<file path="src/rtl/hex_display_scanner.sv">
// Multiplexed hex display scanner: latches a hex word via valid/ready and scans it
// one digit at a time onto a seven-segment decoder with guard gaps and lz blanking.
//
// state | meaning
// EMPTY | no word held, all digits off, ready for a word
// DRIVE | digit idx enabled (unless blanked) for REFRESH_DIV cycles
// GUARD | all digits off for GUARD_CYCLES cycles, nibble held

module hex_display_scanner #(
   parameter int NUM_DIGITS   = 8,
   parameter int REFRESH_DIV  = 50000,
   parameter int GUARD_CYCLES = 4
) (
   input  logic                    clk,
   input  logic                    rst_n,
   input  logic                    clear,
   input  logic                    in_valid,
   output logic                    in_ready,
   input  logic [4*NUM_DIGITS-1:0] in_data,
   input  logic                    lz_blank,
   output logic [3:0]              nibble,
   output logic [NUM_DIGITS-1:0]   digit_en_n
);

   localparam int IDX_W   = (NUM_DIGITS > 1) ? $clog2(NUM_DIGITS) : 1;
   localparam int CNT_R_W = (REFRESH_DIV > 1) ? $clog2(REFRESH_DIV) : 1;
   localparam int CNT_G_W = (GUARD_CYCLES > 1) ? $clog2(GUARD_CYCLES) : 1;
   localparam int CNT_W   = (CNT_R_W > CNT_G_W) ? CNT_R_W : CNT_G_W;

   localparam logic [IDX_W-1:0] IDX_LAST   = IDX_W'(NUM_DIGITS - 1);
   localparam logic [CNT_W-1:0] DRIVE_LAST = CNT_W'(REFRESH_DIV - 1);
   localparam logic [CNT_W-1:0] GUARD_LAST = CNT_W'((GUARD_CYCLES > 0) ? GUARD_CYCLES - 1 : 0);

   typedef enum logic [1:0] {
      EMPTY = 2'd0,
      DRIVE = 2'd1,
      GUARD = 2'd2
   } state_t;

   state_t                  state_q, state_d;
   logic [IDX_W-1:0]        idx_q, idx_d, idx_next;
   logic [CNT_W-1:0]        cnt_q, cnt_d;
   logic [4*NUM_DIGITS-1:0] data_q, data_d;
   logic [NUM_DIGITS-1:0]   blank_q, blank_d, blank_new;
   logic [3:0]              nibble_d;
   logic [NUM_DIGITS-1:0]   en_d;
   logic                    last_digit;
   logic                    frame_end;
   logic                    accept;
   logic                    zeros_above;

   assign last_digit = (idx_q == IDX_LAST);
   assign idx_next   = last_digit ? '0 : idx_q + IDX_W'(1);

   // Without guard cycles the frame closes on the last DRIVE cycle of the top digit.
   always_comb begin
      frame_end = 1'b0;
      if (GUARD_CYCLES == 0)
         frame_end = (state_q == DRIVE) && last_digit && (cnt_q == DRIVE_LAST);
      else
         frame_end = (state_q == GUARD) && last_digit && (cnt_q == GUARD_LAST);
   end

   assign in_ready = (state_q == EMPTY) || frame_end;
   assign accept   = in_valid && in_ready && !clear;

   // Digit i blanks when it and every digit above it are zero; digit 0 never blanks.
   always_comb begin
      zeros_above = 1'b1;
      blank_new   = '0;
      for (int i = NUM_DIGITS - 1; i >= 1; i--) begin
         zeros_above  = zeros_above && (in_data[4*i +: 4] == 4'h0);
         blank_new[i] = lz_blank && zeros_above;
      end
   end

   always_comb begin
      state_d  = state_q;
      idx_d    = idx_q;
      cnt_d    = cnt_q;
      data_d   = data_q;
      blank_d  = blank_q;
      nibble_d = nibble;
      en_d     = '1;

      unique case (state_q)
         EMPTY: ;
         DRIVE: begin
            if (cnt_q == DRIVE_LAST) begin
               cnt_d = '0;
               if (GUARD_CYCLES == 0) begin
                  idx_d = idx_next;
               end else begin
                  state_d = GUARD;
               end
            end else begin
               cnt_d = cnt_q + CNT_W'(1);
            end
         end
         GUARD: begin
            if (cnt_q == GUARD_LAST) begin
               cnt_d   = '0;
               state_d = DRIVE;
               idx_d   = idx_next;
            end else begin
               cnt_d = cnt_q + CNT_W'(1);
            end
         end
         default: state_d = EMPTY;
      endcase

      if (accept) begin
         state_d = DRIVE;
         idx_d   = '0;
         cnt_d   = '0;
         data_d  = in_data;
         blank_d = blank_new;
      end

      if (clear) begin
         state_d  = EMPTY;
         idx_d    = '0;
         cnt_d    = '0;
         data_d   = '0;
         blank_d  = '0;
      end

      // Outputs are registered from the next state so they line up with it.
      if (state_d == DRIVE) begin
         nibble_d    = data_d[4*idx_d +: 4];
         en_d[idx_d] = blank_d[idx_d];
      end
      if (clear)
         nibble_d = 4'h0;
   end

   always_ff @(posedge clk or negedge rst_n) begin
      if (!rst_n) begin
         state_q    <= EMPTY;
         idx_q      <= '0;
         cnt_q      <= '0;
         data_q     <= '0;
         blank_q    <= '0;
         nibble     <= 4'h0;
         digit_en_n <= '1;
      end else begin
         state_q    <= state_d;
         idx_q      <= idx_d;
         cnt_q      <= cnt_d;
         data_q     <= data_d;
         blank_q    <= blank_d;
         nibble     <= nibble_d;
         digit_en_n <= en_d;
      end
   end

endmodule

</file>
<file path="config.mk">
export PLATFORM = sky130hd
export DESIGN_NAME = hex_display_scanner
export DESIGN_NICKNAME = d
export VERILOG_FILES = /design/src/rtl/hex_display_scanner.sv
export SDC_FILE = /design/constraint.sdc
export NUM_CORES = 1
export LEC_CHECK = 0
export ABC_AREA = 1
export BUFFER_PORTS_ARGS = -buffer_cell sky130_fd_sc_hd__buf_2
export CAP_MARGIN = 5
export CORE_UTILIZATION = 38
export CTS_BUF_LIST = sky130_fd_sc_hd__clkbuf_8 sky130_fd_sc_hd__clkbuf_16
export CTS_CLUSTER_SIZE = 8
export DETAILED_ROUTE_END_ITERATION = 6
export GPL_ROUTABILITY_DRIVEN = 0
export SYNTH_ARGS = -nofsm -noshare
export SYNTH_HDL_FRONTEND = slang
export SYNTH_SLANG_ARGS = --single-unit
</file>
<file path="constraint.sdc">
create_clock -name clk -period 5.2 [get_ports clk]
set_clock_uncertainty 0.2 [all_clocks]
set_input_delay 1.04 -clock clk [delete_from_list [all_inputs] [get_ports clk]]
set_output_delay 1.04 -clock clk [all_outputs]
set_load 0.005 [all_outputs]
</file>
Word-level counts from Yosys, hierarchy flattened:

Index checks and enable logic that the tools add are counted.

* bits of input ports: 37
* output and inout bits: 13
* register bits: 73
* logic and storage cells: 76

* shift operators: 1
* reduce and logical (&&, ||, !) cells: 30
* equal/unequal tests: 6
* bitwise operators: 2
* magnitude comparators: 2
* multiplexer cells: 26
* add/subtract/negate cells: 2

Operators by type and width (count)
* 2-to-1 mux 16 bit: 4
* 2-to-1 mux 32 bit: 2
* case mux 16 bit (2 select lines): 1
* indexed part select 32 x 6 -> 4 bit: 1
* logical NOT 4 bit: 7
* 2-to-1 mux 8 bit: 3
* logical AND 1 bit: 18
* adder 16 x 1 -> 16 bit (second input constant): 1
* == test 16 bit (second input constant): 1
* == test 16 x 2 -> 1 bit (second input constant): 1
* 2-to-1 mux 3 bit: 5
* 2-to-1 mux 2 bit: 4
* 2-to-1 mux 4 bit: 2
* NOT 8 bit: 1
* OR 8 bit: 1
* case mux 2 bit (3 select lines): 1
* == test 2 x 1 -> 1 bit (second input constant): 2
* less-than comparator 3 x 4 -> 1 bit (second input constant): 1
* nonzero test 4 bit: 1
* adder 3 x 1 -> 3 bit (second input constant): 1
* binary-select mux 1 bit (select 3 bit): 1
* demux 1 bit (select 3 bit): 1
* == test 3 bit (second input constant): 1
* >= comparator 3 x 1 -> 1 bit (second input constant): 1
* other kinds (6): 7

Depth between registers and ports, before layout:

* depth in word-level cells: 15
* mapped depth: 18
* gate-level depth less buffers: 18

Least setup slack after synthesis:

OpenSTA, ideal clock, no wires.

* path kind: reg2out
* start point: register state_q[0]
* end point: output in_ready
* path slack: 2612 ps
* arrival: 1348 ps
* cell stages (with the launch flop): 9
* path through: dfrtp_1 -> inv_1 -> ha_1 -> clkbuf_1 -> nand2_1 -> inv_1 -> nand3_2 -> nand2_4 -> buf_2

* word-level cells in the longest chain between the ends: 4
* elaborated cells between the ends (all ways): 5
* those cells by class: eq/ne: 1; reduce/logical: 4

RTL lines
* start: declaration: line 40 `state_t state_q, state_d;`
* start signal: assignment: line 147 `state_q <= state_d;`
* == test 2 bit: line 61 `frame_end = (state_q == GUARD) && last_digit && (cnt_q == GUARD_LAST);`
* logical AND 1 bit (2 in a row): line 61
* logical OR 1 bit (*): line 64 `assign in_ready = (state_q == EMPTY) || frame_end;`
* end: declaration: line 18 `output logic in_ready,`

Mark *: on every way between the ends. The rest lies on a longest branch, timed or not.

Worst setup path after layout:

* start point: register cnt_q[0]
* end point: register cnt_q[14]

* word-level cells in the longest chain between the ends: 7
* elaborated cells between the ends (all ways): 13
* those cells by class: add/sub: 1; eq/ne: 2; mux: 5; reduce/logical: 5

RTL lines
* start: declaration: line 42 `logic [CNT_W-1:0] cnt_q, cnt_d;`
* start signal: assignment: line 149 `cnt_q <= cnt_d;`
* branches (longest 7 deep; another with adder 16 x 1 -> 16 bit)

Several ways; the timed one is not identified.
A chain may end at the register's enable or synchronous reset.

==> impl_results.md <==
* Starting Density at 0.395
* DRT antenna net count at 0
* Post-Syn Instances at 543
* Max-slew violations at 0
* Outcome: complete, no violations
* Pleak at between 2 and 2.5 nW
* CP max-delay cell: dfrtp_1
* Sequential cell area fraction in the yosys report at 0.447
* IO buf count at approximately 50
* DR iter-0 viols at approximately 210
* Ys async rst share at 1.00
* Setup WS pre-CTS at between 1.5 and 2 ns
* Final period utilization at 0.620
* Post-Syn Nets at approximately 600
* Total congestion overflow at 0
* Final WL at ~11 mm
* Crit path kind: flip-flop to flip-flop
* Crit-path max FO at 38
* Core area at around 10000 sq um
* Syn-to-layout area delta at 12.1%
* PwrDens at roughly 260 nW/um^2
* Final Hold Vio Count at 0
* Crit path launch type: flip-flop
* CTS Hold Buffers Added at 0
* Slew @ Worst Pin at 1.03 ns
* Total number of vias at slightly below 4000
* Dominant synthesized flop cell: dfrtp_1
* N_diodes at 0
* Setup_tns at 0 ns
* Required @ worst endpoint at around 5.2 ns
* Top-count cell post-synth: nand2_1
* Most frequent cells after synthesis: nand2_1, nand3_1, dfrtp_1
* Number of max-cap violations at 0
* Clk sinks at 73
* Die X-Extent at approximately 110 um
* Fraction of layout cells with a size suffix above 1 at 0.168
* Hold Path Class: flip-flop to flip-flop
* Number of synthesized flops with an enable pin at 0
* RSZ-0062 raised after global routing: no
* Area contributors post-synth: dfrtp_1, nand2_1, nand3_1
* Die Area at approximately 11000 sq um
* Synth Cell Area at ~4100 sq um
* Initial antenna violation count at 0
* Critical path's largest stage delay at ~0.40 ns
* Vias/cell at between 5 and 6
* Clock latency on the worst-skew pair at between 0.3 and 0.4 ns
* Vias in the first global route at 3715
* Drc violations at 0
* Nets@finish at roughly 630
* CTS buffer count at 9
* Row count at 37
* TritonCTS clock tree: done
* #FFs+latches synth at 73
* Slew HR at 0.316
* Post-synth cell types at 39
* Clock period minus worst slack at 3.22 ns
* Final Setup Violations at 0
* Root buffer cell: clkbuf_8
* Yosys Warn Count at 0
* Die Span Y at ~110 um
* Avg Cell Area, Syn at 7.57 sq um
* Tot GR Track Use at 0.206
* Synth area leader: dfrtp_1
* Top Ports at 50
* Crit path DAT at between 3 and 4 ns
* F_max at just over 0.3 GHz
* Detailed Place HPWL at between 7 and 8 mm
* Post-cts sizing count at 0
* First-pass GRT wire length at about 18 mm
* PnR worst setup slack at approximately 2 ns
* Largest net degree at the start of global routing at 48
* Setup Buffers After CTS at 0
* Worst VDD drop at around 180 uV
* DR WL/cell at roughly 15 um
* Clock transition at the registers of the reported paths at ~0.08 ns
* CP Cell Sequence: ha_1 > inv_1 > nor2_1 > nand2_1 > nor2_2 > nand3_2 > nand2_4 > nand2_4 > nand2_8 > or2_2 > inv_2 > nor2_4 > inv_1 > o21ai_0 > nor2_1
* Top-area cell type share of the netlist area at 0.395
* Detailed-router iteration count before antenna repair at 5
* Clock buffer depth at 2
* CTS HTree Levels at 3
* Crit path capture type: flip-flop
==> layout make-up <==
| cell class | instances | area (sq um) |
|---|---|---|
| fill | 1076 | 5810 |
| multi-input combinational | 399 | 1960 |
| sequential | 73 | 1840 |
| timing repair buffer | 51 | 260 |
| inverter | 49 | 186 |
| tap | 136 | 170 |
| clock buffer | 9 | 124 |
| clock inverter | 7 | 75.1 |
==> critical path, delay by kind of cell, from the launching register on <==
kind                     cells  cell delay [ns]
AO/OA/AOI/OAI                1             0.09
adder cells (fa/ha/maj)      1             0.25
flip-flops                   1             0.40
AND/OR/NAND/NOR             10             1.83
buffers and inverters        3             0.31
==> sequential cells by signal, summed over array words and instances (netlist names) <==
signal,flops
state_q,2
nibble,4
blank_q,8
data_q,32
cnt_q,16
digit_en_n,8
idx_q,3
==> per-stage QoR <==
step | hold slack [ns] | utilization | instance area (sq um) | instances | total power [mW]
6_report | 0.283 | 0.443 | 4610 | 724 | 1.19
5_1_grt | 0.310 | 0.443 | 4610 | 724 | 1.24
4_1_cts | 0.278 | 0.443 | 4610 | 724 | 1.20
3_5_place_dp | 0.260 | 0.424 | 4410 | 708 | 0.740
3_3_place_gp | 0.261 | 0.424 | 4410 | 708 | 0.738
2_1_floorplan | 0.238 | - | 4110 | 543 | 0.687
==> per-layer routing <==
metal	global-route usage	up-vias	share of wire
met2	0.350	103	0.49
met3	0.0503	18	0.046
met5	0	-	0
met4	0.0704	0	0.023
met1	0.256	1859	0.44
li1	-	1878	-
==> final timing paths <==
path,startpoint,cells after the start,end,slack [ns]
setup / recovery,cnt_q[0],15,cnt_q[14],1.98
hold / removal,nibble[2],2,nibble[2],0.28
setup reg to reg,cnt_q[0],15,cnt_q[14],1.98
hold reg to reg,nibble[2],2,nibble[2],0.28
max in group asynchronous,rst_n,2,data_q[13],3.18
min in group asynchronous,rst_n,1,data_q[24],0.66
==> layout by cell type, fill, tap and decap left out, drive strengths merged <==
master	n
o22ai	1
nand4	40
xnor2	1
bufinv	1
ha	7
inv	51
o31ai	1
a32o	1
clkinv	4
dfstp	8
nand3	77
dfrtp	65
a21boi	2
clkbuf	9
buf	51
nor3	8
a21oi	12
or3	1
or2	2
nor4	3
nor3b	2
o21ai	18
nor2	60
xor2	2
nand2	161
==> power by group <==
part / internal, mW / switching, mW
clock network: 0.226 / 0.231
registers: 0.588 / 0.00716
logic: 0.0382 / 0.0958
total: 0.852 / 0.334
==> logic make-up (layout without fill, tap and decap cells) <==
kind of cell             Yosys count  count (layout)  share of synthesized area
AO/OA/AOI/OAI                     35              35                     0.0487
adder cells (fa/ha/maj)            7               7                     0.0213
AND/OR/NAND/NOR                  354             354                      0.400
XOR/XNOR                           3               3                    0.00639
flip-flops                        73              73                      0.447
buffers and inverters             71             116                     0.0773
(Power assumes the default switching activity.)
